--- src/rtl/game_report_tx_if.sv ---
// rtl/game_report_tx_if.sv - report request / UART status bundle for game_report_tx
// Purpose: groups the report request and the serial/status outputs of game_report_tx.
// Signals:
//   send_trigger - one-cycle request to report value (master -> slave)
//   value[9:0]   - unsigned timer value to report   (master -> slave)
//   tx           - UART 8N1 line, idle high         (slave -> master)
//   busy         - report converting or in flight   (slave -> master)
//   done         - one-cycle pulse, frame left tx   (slave -> master)
interface game_report_tx_if;
  logic       send_trigger;
  logic [9:0] value;
  logic       tx;
  logic       busy;
  logic       done;

  modport master (
    output send_trigger,
    output value,
    input  tx,
    input  busy,
    input  done
  );

  modport slave (
    input  send_trigger,
    input  value,
    output tx,
    output busy,
    output done
  );
endinterface

--- src/rtl/game_report_tx.sv ---
// rtl/game_report_tx.sv - converts a 10-bit timer value to "T=ddd\r\n" and sends it over UART 8N1
// Purpose: on a trigger in IDLE, latch value (clamped to 999), convert it to three BCD
//          digits with 10 shift-add-3 steps, then send 7 bytes back-to-back on tx.
// Ports:
//   clk     - system clock, rising edge
//   reset_n - asynchronous active-low reset
//   bus     - game_report_tx_if.slave: send_trigger, value in; tx, busy, done out
module game_report_tx #(
  parameter int CLK_FREQ = 100_000_000,
  parameter int BAUD     = 9600
) (
  input logic            clk,
  input logic            reset_n,
  game_report_tx_if.slave bus
);

  localparam int BIT_CYCLES = CLK_FREQ / BAUD;
  localparam int CNT_W      = (BIT_CYCLES > 1) ? $clog2(BIT_CYCLES) : 1;
  localparam logic [CNT_W-1:0] CNT_LAST = CNT_W'(BIT_CYCLES - 1);

  localparam logic [1:0] S_IDLE    = 2'd0;
  localparam logic [1:0] S_CONVERT = 2'd1;
  localparam logic [1:0] S_SEND    = 2'd2;

  logic [1:0]       r_state;
  logic [9:0]       r_value;
  logic [11:0]      r_bcd;
  logic [3:0]       r_conv_cnt;
  logic [CNT_W-1:0] r_bit_cnt;
  logic [3:0]       r_bit_idx;
  logic [2:0]       r_byte_idx;
  logic             r_tx;
  logic             r_done;

  logic [1:0]       w_state_nxt;
  logic [9:0]       w_value_nxt;
  logic [11:0]      w_bcd_nxt;
  logic [3:0]       w_conv_cnt_nxt;
  logic [CNT_W-1:0] w_bit_cnt_nxt;
  logic [3:0]       w_bit_idx_nxt;
  logic [2:0]       w_byte_idx_nxt;
  logic             w_done_nxt;
  logic [7:0]       w_byte;
  logic             w_tx_nxt;

  // One double-dabble step: add 3 to any digit >= 5, then shift in the next binary bit.
  function automatic logic [11:0] dabble(input logic [11:0] bcd, input logic in_bit);
    logic [11:0] a;
    a = bcd;
    if (a[3:0]  >= 4'd5) a[3:0]  = a[3:0]  + 4'd3;
    if (a[7:4]  >= 4'd5) a[7:4]  = a[7:4]  + 4'd3;
    if (a[11:8] >= 4'd5) a[11:8] = a[11:8] + 4'd3;
    return {a[10:0], in_bit};
  endfunction

  function automatic logic [7:0] frame_byte(input logic [2:0] idx, input logic [11:0] bcd);
    case (idx)
      3'd0:    return 8'h54;
      3'd1:    return 8'h3D;
      3'd2:    return {4'h3, bcd[11:8]};
      3'd3:    return {4'h3, bcd[7:4]};
      3'd4:    return {4'h3, bcd[3:0]};
      3'd5:    return 8'h0D;
      default: return 8'h0A;
    endcase
  endfunction

  always_comb begin
    w_state_nxt    = r_state;
    w_value_nxt    = r_value;
    w_bcd_nxt      = r_bcd;
    w_conv_cnt_nxt = r_conv_cnt;
    w_bit_cnt_nxt  = r_bit_cnt;
    w_bit_idx_nxt  = r_bit_idx;
    w_byte_idx_nxt = r_byte_idx;
    w_done_nxt     = 1'b0;
    case (r_state)
      S_IDLE: begin
        if (bus.send_trigger) begin
          w_state_nxt    = S_CONVERT;
          w_value_nxt    = (bus.value > 10'd999) ? 10'd999 : bus.value;
          w_bcd_nxt      = '0;
          w_conv_cnt_nxt = '0;
        end
      end
      S_CONVERT: begin
        // Binary bits are consumed MSB first straight from the latched value,
        // so the latched copy itself never changes until the next trigger.
        w_bcd_nxt = dabble(r_bcd, r_value[4'd9 - r_conv_cnt]);
        if (r_conv_cnt == 4'd9) begin
          w_state_nxt    = S_SEND;
          w_conv_cnt_nxt = '0;
          w_bit_cnt_nxt  = '0;
          w_bit_idx_nxt  = '0;
          w_byte_idx_nxt = '0;
        end else begin
          w_conv_cnt_nxt = r_conv_cnt + 4'd1;
        end
      end
      S_SEND: begin
        if (r_bit_cnt == CNT_LAST) begin
          w_bit_cnt_nxt = '0;
          if (r_bit_idx == 4'd9) begin
            w_bit_idx_nxt = '0;
            if (r_byte_idx == 3'd6) begin
              w_byte_idx_nxt = '0;
              w_state_nxt    = S_IDLE;
              w_done_nxt     = 1'b1;
            end else begin
              w_byte_idx_nxt = r_byte_idx + 3'd1;
            end
          end else begin
            w_bit_idx_nxt = r_bit_idx + 4'd1;
          end
        end else begin
          w_bit_cnt_nxt = r_bit_cnt + 1'b1;
        end
      end
      default: begin
        w_state_nxt    = S_IDLE;
        w_conv_cnt_nxt = '0;
        w_bit_cnt_nxt  = '0;
        w_bit_idx_nxt  = '0;
        w_byte_idx_nxt = '0;
      end
    endcase
  end

  // tx is registered from the next-state view so the line never glitches;
  // bit index 0 is the start bit, 1..8 data LSB first, 9 the stop bit.
  always_comb begin
    w_byte   = frame_byte(w_byte_idx_nxt, w_bcd_nxt);
    w_tx_nxt = 1'b1;
    if (w_state_nxt == S_SEND) begin
      if (w_bit_idx_nxt == 4'd0)
        w_tx_nxt = 1'b0;
      else if (w_bit_idx_nxt <= 4'd8)
        w_tx_nxt = w_byte[3'(w_bit_idx_nxt - 4'd1)];
      else
        w_tx_nxt = 1'b1;
    end
  end

  always_ff @(posedge clk or negedge reset_n) begin
    if (!reset_n) begin
      r_state    <= S_IDLE;
      r_value    <= '0;
      r_bcd      <= '0;
      r_conv_cnt <= '0;
      r_bit_cnt  <= '0;
      r_bit_idx  <= '0;
      r_byte_idx <= '0;
      r_tx       <= 1'b1;
      r_done     <= 1'b0;
    end else begin
      r_state    <= w_state_nxt;
      r_value    <= w_value_nxt;
      r_bcd      <= w_bcd_nxt;
      r_conv_cnt <= w_conv_cnt_nxt;
      r_bit_cnt  <= w_bit_cnt_nxt;
      r_bit_idx  <= w_bit_idx_nxt;
      r_byte_idx <= w_byte_idx_nxt;
      r_tx       <= w_tx_nxt;
      r_done     <= w_done_nxt;
    end
  end

  assign bus.tx   = r_tx;
  assign bus.busy = (r_state != S_IDLE);
  assign bus.done = r_done;

endmodule

--- src/flat_wrapper.sv ---
// flat-port wrapper written by rule: the top's interface ports become plain ports
module game_report_tx_flat 
#(
  parameter int CLK_FREQ = 100_000_000,
  parameter int BAUD     = 9600
)
  (clk, reset_n, bus_send_trigger, bus_value, bus_tx, bus_busy, bus_done);
  game_report_tx_if bus_i ();
  input logic clk;
  input logic reset_n;
  input wire logic [$bits(bus_i.send_trigger)-1:0] bus_send_trigger;
  input wire logic [$bits(bus_i.value)-1:0] bus_value;
  output wire logic [$bits(bus_i.tx)-1:0] bus_tx;
  output wire logic [$bits(bus_i.busy)-1:0] bus_busy;
  output wire logic [$bits(bus_i.done)-1:0] bus_done;
  assign bus_i.send_trigger = bus_send_trigger;
  assign bus_i.value = bus_value;
  assign bus_tx = bus_i.tx;
  assign bus_busy = bus_i.busy;
  assign bus_done = bus_i.done;
  game_report_tx #(.CLK_FREQ(CLK_FREQ), .BAUD(BAUD)) u_core (.clk(clk), .reset_n(reset_n), .bus(bus_i));
endmodule
--- config.mk ---
export PLATFORM = sky130hd
export DESIGN_NAME = game_report_tx_flat
export DESIGN_NICKNAME = d
export VERILOG_FILES = /design/src/rtl/game_report_tx_if.sv /design/src/rtl/game_report_tx.sv /design/src/flat_wrapper.sv
export SDC_FILE = /design/constraint.sdc
export NUM_CORES = 1
export LEC_CHECK = 0
export CORE_MARGIN = 5
export CORE_UTILIZATION = 63
export CTS_CLUSTER_SIZE = 28
export DETAILED_ROUTE_END_ITERATION = 10
export DONT_BUFFER_PORTS = 1
export PLACE_DENSITY = 0.79
export SYNTH_ARGS = -nofsm -noshare
export SYNTH_HDL_FRONTEND = slang
export SYNTH_SLANG_ARGS = --single-unit
--- constraint.sdc ---
create_clock -name clk -period 3.4 [get_ports clk]
set_input_delay 0.68 -clock clk [delete_from_list [all_inputs] [get_ports clk]]
set_output_delay 0.68 -clock clk [all_outputs]
set_load 0.05 [all_outputs]
==> impl_metrics.env, run 1 <==
export IMPL_reg2reg_from="u_core.r_bit_cnt[8]"
export IMPL_worst_r2r_setup_slack_ns=0.41
export IMPL_initial_utilization_pct=64.9
export IMPL_worstPathRequired_ns=3.64
export IMPL_core_mm2=0.00469
export IMPL_synth_area_mm2=0.00304
export IMPL_finalCriticalPeriod_ns=2.99
export IMPL_critical_path_endpoint_type="flop"
export IMPL_cts_buffer_depth=2
export IMPL_combPwrFrac_pct=0.1
export IMPL_wl_per_cell_um=15.8
export IMPL_yosysSeqAreaShare_pct=42.0
export IMPL_nNetsFinal=368
export IMPL_period_share_pct=87.9
export IMPL_path_buf_inv=2
export IMPL_async_flop_share_pct=100
export IMPL_hpwl_um=4530
export IMPL_pwr_share_seq_pct=59.3
export IMPL_synth_edf_count=0
export IMPL_p_per_area_mw_per_mm2=317
export IMPL_syn_to_final_growth_pct=5.92
export IMPL_ant_nets=0
export IMPL_crit_path_max_incr_delay_ns=0.54
export IMPL_ioPinCount=16
export IMPL_ys_warn_count=0
export IMPL_seqCellArea_mm2=0.00128
export IMPL_grt_overflow=0
export IMPL_internal_power_uw=827
export IMPL_fmax_mhz=335
export IMPL_ir_worst_vdd_v=0.000300
export IMPL_switching_power_uw=195
export IMPL_track_usage_pct=22.4
export IMPL_rsz0062_at_grt="false"
export IMPL_p_clk_share_pct=40.6
export IMPL_path_cells="or4b_4 > nor4_4 > buf_4 > nand2_1 > o31a_2 > inv_2 > nor3_1 > or4_1 > a22oi_1 > nor2_1"
export IMPL_cts_buffers=5
export IMPL_syn_mean_instance_area_um2=9.00
export IMPL_fp_dieH_um=79.5
export IMPL_grt_antenna_before_repair=0
export IMPL_setup_ws_ns=0.412
export IMPL_ff2ff_path_depth=10
export IMPL_holdBufCountCts=0
export IMPL_grt_pass1_vias=2446
export IMPL_rows=25
export IMPL_vias_per_cell=6.31
export IMPL_ys_ff_latch=51
export IMPL_num_vias=2505
export IMPL_synth_main_ff_cell="dfrtp_1"
export IMPL_cp_slowest_cell="or4b_4"
export IMPL_slew_headroom_pct=53.3
export IMPL_clk_pin_slew_ns=0.09
export IMPL_critPathKind="reg -> reg"
export IMPL_cts_htree_levels=2
export IMPL_clkSinkCount=51
export IMPL_switching_share_pct=19.1
export IMPL_synth_distinct_cells=61
export IMPL_grt_max_degree=52
export IMPL_num_fill_cells=371
export IMPL_cp_start_kind="flop"
export IMPL_finalMaxSlewViolations=0
export IMPL_worstPathMaxFanout=14
export IMPL_drv_cap=0
export IMPL_placed_area_mm2=0.00312
export IMPL_status="completed"
export IMPL_critPathTopFamily="simple AND/OR/NAND/NOR gates"
export IMPL_grt_pass1_wl_um=11300
export IMPL_worst_slew_pin_slew_ns=0.693
export IMPL_post_route_drc_count=0
export IMPL_final_cell_area_mm2=0.00322
export IMPL_setup_viol=0
export IMPL_dr_pass1_iters=4
export IMPL_hold_violations=0
export IMPL_setup_tns_ns=0
export IMPL_synthesis_nets=364
export IMPL_post_cts_setup_buffers=0
export IMPL_synthesis_instances=338
export IMPL_portBuffers=0
export IMPL_cp_arrival_ns=3.23
export IMPL_clock_skew_ns=0.00652
export IMPL_place_congestion=0.821
export IMPL_hp_class="in -> async"
export IMPL_power_leakage_uw=0.00146
export IMPL_reg2reg_to="u_core.bus.tx"
export IMPL_wl_um=6250
export IMPL_drive_above_1_share_pct=8.75
export IMPL_final_common_cell="nand2_1"
export IMPL_insertion_delay_ns=0.30
export IMPL_final_cell_mix="60 x nand2_1, 50 x dfrtp_1, 44 x o21ai_0"
export IMPL_die_width_um=79.5
export IMPL_post_cts_resized=0
export IMPL_drt_initial_drc_count=139
export IMPL_post_place_ws_ns=0.426
export IMPL_root_buffer="clkbuf_8"
export IMPL_dieArea_mm2=0.00632
export IMPL_multi_input_area_mm2=0.00164
export IMPL_diodes=0
export IMPL_cts_tree="done"
[worst max path at each step]
stage | start | end | slack [ns] | cells past startpoint
final | u_core.r_bit_cnt[8] | u_core.bus.tx | 0.41 | 10
after global routing | u_core.r_conv_cnt[1] | u_core.bus.tx | 0.20 | 11
after CTS | u_core.r_bit_cnt[8] | u_core.bus.tx | 0.40 | 10
after detailed placement | u_core.r_bit_cnt[8] | u_core.bus.tx | 0.43 | 11
after global placement | u_core.r_bit_cnt[8] | u_core.bus.tx | 0.48 | 11
after floorplan | u_core.r_bit_cnt[8] | u_core.bus.tx | 0.44 | 11
[cell families (layout without fill, tap and decap cells)]
logic type	after synthesis	count (layout)	share of synthesized area [%]
adder cells (fa/ha/maj)	13	13	5.35
XOR/XNOR	9	9	2.59
AND/OR/NAND/NOR	130	130	21.3
AO/OA/AOI/OAI	99	99	22.2
multiplexers	5	5	2.47
buffers and inverters	31	36	4.19
flip-flops	51	51	42.0
[power groups by stage]
stage / logic (uW) / registers [uW] / clock network, uW
floorplan: 0.988 / 618 / 0
global placement: 1.05 / 618 / 0
detailed placement: 1.09 / 618 / 0
CTS: 1.10 / 606 / 426
global route: 1.43 / 606 / 451
finish: 1.09 / 606 / 415
[stage by stage]
step | total power, uW | hold slack (ns) | utilization, % | instances
2_1_floorplan | 619 | 0.384 | - | 338
3_3_place_gp | 619 | 0.386 | 66.4 | 389
3_5_place_dp | 619 | 0.386 | 66.4 | 389
4_1_cts | 1030 | 0.0504 | 68.7 | 397
5_1_grt | 1060 | 0.0375 | 68.7 | 397
6_report | 1020 | 0.0607 | 68.7 | 397
[flip-flops by register name (all words and copies together), names as in the netlist]
signal and flops:
u_core.bus.done 1, u_core.bus.tx 1, u_core.r_bcd 12, u_core.r_bit_cnt 14, u_core.r_bit_idx 4, u_core.r_byte_idx 3, u_core.r_conv_cnt 4, u_core.r_state 2
u_core.r_value 10
[area by class of cell]
cell class                 instances  share of cell area [%]
multi-input combinational        256                    50.8
timing repair buffer               7                    1.63
inverter                          21                    2.52
clock buffer                       7                    2.37
tap                               54                    2.10
clock inverter                     1                   0.932
sequential                        51                    39.6
[worst register-to-register path, delay by kind of cell (launching register included)]
kind,cells,cell delay [ns]
simple gates,6,1.53
compound gates,2,0.61
flops,1,0.43
buf+inv,2,0.36
[per-layer routing]
layer	share of wire (%)	track usage, %	wire length [um]
met5	0	0	0
met4	1.4	7.22	89
met3	4.0	4.40	250
met2	47	35.5	2920
met1	48	30.9	3000
[synth_stat cells (6+ instances only)]
library cell | n | area [um2]
nand2_1 | 60 | 225
dfrtp_1 | 50 | 1250
o21ai_0 | 44 | 220
inv_1 | 17 | 63.8
a21oi_1 | 16 | 80.1
nor2_1 | 14 | 52.6
ha_1 | 13 | 163
nand3_1 | 13 | 65.1
clkbuf_1 | 8 | 30.0
nand2b_1 | 7 | 43.8
nor3_1 | 6 | 30.0
Power figures use the tool's default switching activity.
==> inputs of run 2 (changes only) <==
--- a/config.mk
+++ b/config.mk
@@ -6,11 +6,11 @@
 export NUM_CORES = 1
 export LEC_CHECK = 0
 export CORE_MARGIN = 5
-export CORE_UTILIZATION = 63
+export CORE_UTILIZATION = 57
 export CTS_CLUSTER_SIZE = 28
 export DETAILED_ROUTE_END_ITERATION = 10
 export DONT_BUFFER_PORTS = 1
-export PLACE_DENSITY = 0.79
+export PLACE_DENSITY = 0.75
 export SYNTH_ARGS = -nofsm -noshare
 export SYNTH_HDL_FRONTEND = slang
 export SYNTH_SLANG_ARGS = --single-unit
==> constraint.sdc (replaced) <==
create_clock -name clk -period 2.7 [get_ports clk]
set_input_delay 0.54 -clock clk [delete_from_list [all_inputs] [get_ports clk]]
set_output_delay 0.54 -clock clk [all_outputs]
set_load 0.05 [all_outputs]
==> impl_metrics.env, run 2 (same netlist as run 1, synthesis figures left out) <==
export IMPL_path_cells="or4b_4 > nor4_4 > buf_12 > a41oi_4 > nor2_4 > inv_4 > a21oi_1 > o32ai_1 > or4_4 > a22oi_2 > nor2_1"
export IMPL_track_usage_pct=19.9
export IMPL_cp_arrival_ns=2.98
export IMPL_place_congestion=0.832
export IMPL_path_buf_inv=2
export IMPL_rsz0062_at_grt="true"
export IMPL_worstPathRequired_ns=2.94
export IMPL_status="complete, but fails checks"
export IMPL_hp_class="in -> async"
export IMPL_cts_buffers=5
export IMPL_wl_um=6660
export IMPL_crit_path_max_incr_delay_ns=0.55
export IMPL_drv_cap=0
export IMPL_grt_max_degree=51
export IMPL_cp_slowest_cell="or4b_4"
export IMPL_vias_per_cell=5.98
export IMPL_hold_violations=0
export IMPL_ant_nets=0
export IMPL_syn_to_final_growth_pct=16.5
export IMPL_ioPinCount=16
export IMPL_portBuffers=0
export IMPL_wl_per_cell_um=15.1
export IMPL_ff2ff_path_depth=11
export IMPL_violations="setup timing"
export IMPL_worstPathMaxFanout=10
export IMPL_final_common_cell="nand2_1"
export IMPL_largest_reg_flops=14
export IMPL_cp_start_kind="flop"
export IMPL_worst_slew_pin_slew_ns=0.479
export IMPL_period_share_pct=101
export IMPL_fp_dieH_um=83.1
export IMPL_ir_worst_vdd_v=0.000346
export IMPL_post_route_drc_count=0
export IMPL_dr_pass1_iters=5
export IMPL_regMostFlops="u_core.r_bit_cnt"
export IMPL_finalCriticalPeriod_ns=2.74
export IMPL_clkSinkCount=51
export IMPL_finalPower_uw=1220
export IMPL_die_width_um=83.1
export IMPL_cp_depth=11
export IMPL_largest_registers="u_core.r_bit_cnt x14, u_core.r_bcd x12, u_core.r_value x10"
export IMPL_dieArea_mm2=0.00690
export IMPL_grt_pass1_vias=2530
export IMPL_placedCellCount=431
export IMPL_insertion_delay_ns=0.31
export IMPL_grt_overflow=0
export IMPL_fin_cells=442
export IMPL_grt_pass1_wl_um=11600
export IMPL_setup_ws_ns=-0.0388
export IMPL_num_fill_cells=431
export IMPL_drive_above_1_share_pct=19.1
export IMPL_drt_initial_drc_count=182
export IMPL_cts_htree_levels=2
export IMPL_initial_utilization_pct=59.2
export IMPL_cts_tree="done"
export IMPL_final_cell_mix="59 x nand2_1, 50 x dfrtp_1, 44 x o21ai_0"
export IMPL_hpwl_um=4840
export IMPL_core_mm2=0.00514
export IMPL_diodes=0
export IMPL_fmax_mhz=365
export IMPL_critPathKind="reg -> reg"
export IMPL_finalMaxSlewViolations=0
export IMPL_grt_antenna_before_repair=0
export IMPL_clk_pin_slew_ns=0.09
export IMPL_clock_skew_ns=0.0114
export IMPL_critPathTopFamily="simple AND/OR/NAND/NOR gates"
export IMPL_cts_buffer_depth=2
export IMPL_critical_path_endpoint_type="flop"
export IMPL_power_leakage_uw=0.00163
export IMPL_setup_viol=1
export IMPL_rows=26
export IMPL_slew_headroom_pct=68.1
export IMPL_num_vias=2644
export IMPL_p_per_area_mw_per_mm2=343
export IMPL_nNetsFinal=397
export IMPL_root_buffer="clkbuf_8"
[run 2: changes by cell type in the layout (fill, tap and decap cells not counted), sizes merged]
| cell | before | now |
|---|---|---|
| clkinv | 0 | 1 |
| clkbuf | 7 | 6 |
| clkinvlp | 0 | 1 |
| buf | 7 | 36 |
| bufinv | 1 | 0 |
[run 2: power breakdown]
part	switching, uW	leakage [uW]	internal (uW)
sequential	0	0.000668	763
combinational	14.4	0.000919	5.05
clock	252	0.0000412	182
total	267	0.00163	950
[run 2: final timing paths]
check / slack (ns) / end / startpoint
hold reg to reg: 0.48 / u_core.r_value[5] / u_core.r_value[5]
hold / removal: 0.07 / u_core.bus.tx / reset_n
setup reg to reg: -0.04 / u_core.bus.tx / u_core.r_bit_cnt[8]
max in group asynchronous: 2.40 / u_core.r_bit_cnt[5] / reset_n
setup / recovery: -0.04 / u_core.bus.tx / u_core.r_bit_cnt[8]
min in group clk: 0.33 / u_core.r_value[6] / bus_value[6]
[run 2: repair_timing]
item,in CTS,in global routing
hold endpoints to repair,50,0
endpoints found under the setup margin,1,1
resized for setup,4,6
pin swaps,0,2
buffers inserted,2,0
hold buffers,1,0
[run 2: layout make-up]
type                            instances  area, um2  share of cell area (%)
Clock buffer                            6       72.6                    2.05
Clock inverter                          2       12.5                   0.353
Inverter                               21       83.8                    2.36
Tap cell                               70       87.6                    2.47
Timing Repair Buffer                   36        303                    8.54
Sequential cell                        51       1280                    36.0
Multi-Input combinational cell        256       1710                    48.2
[run 2: per-layer routing]
metal	part of all wire [%]	GRT usage (%)	wire (um)
met2	48	32.3	3190
met3	4.3	3.96	284
met1	47	27.0	3100
met4	1.3	5.50	85
met5	0	0	0
[run 2: metrics by stage]
stage,hold slack [ns],instance area [um2],worst slack [ns],utilization [%],TNS (ns)
global placement,0.246,3370,0.00955,65.7,0
global route,0.0444,3540,-0.125,69.0,-0.125
detailed placement,0.246,3370,-0.0446,65.7,-0.0446
finish,0.0685,3540,-0.0388,69.0,-0.0388
CTS,0.0577,3520,-0.0294,68.4,-0.0294
floorplan,0.244,3070,-0.00497,-,-0.00497
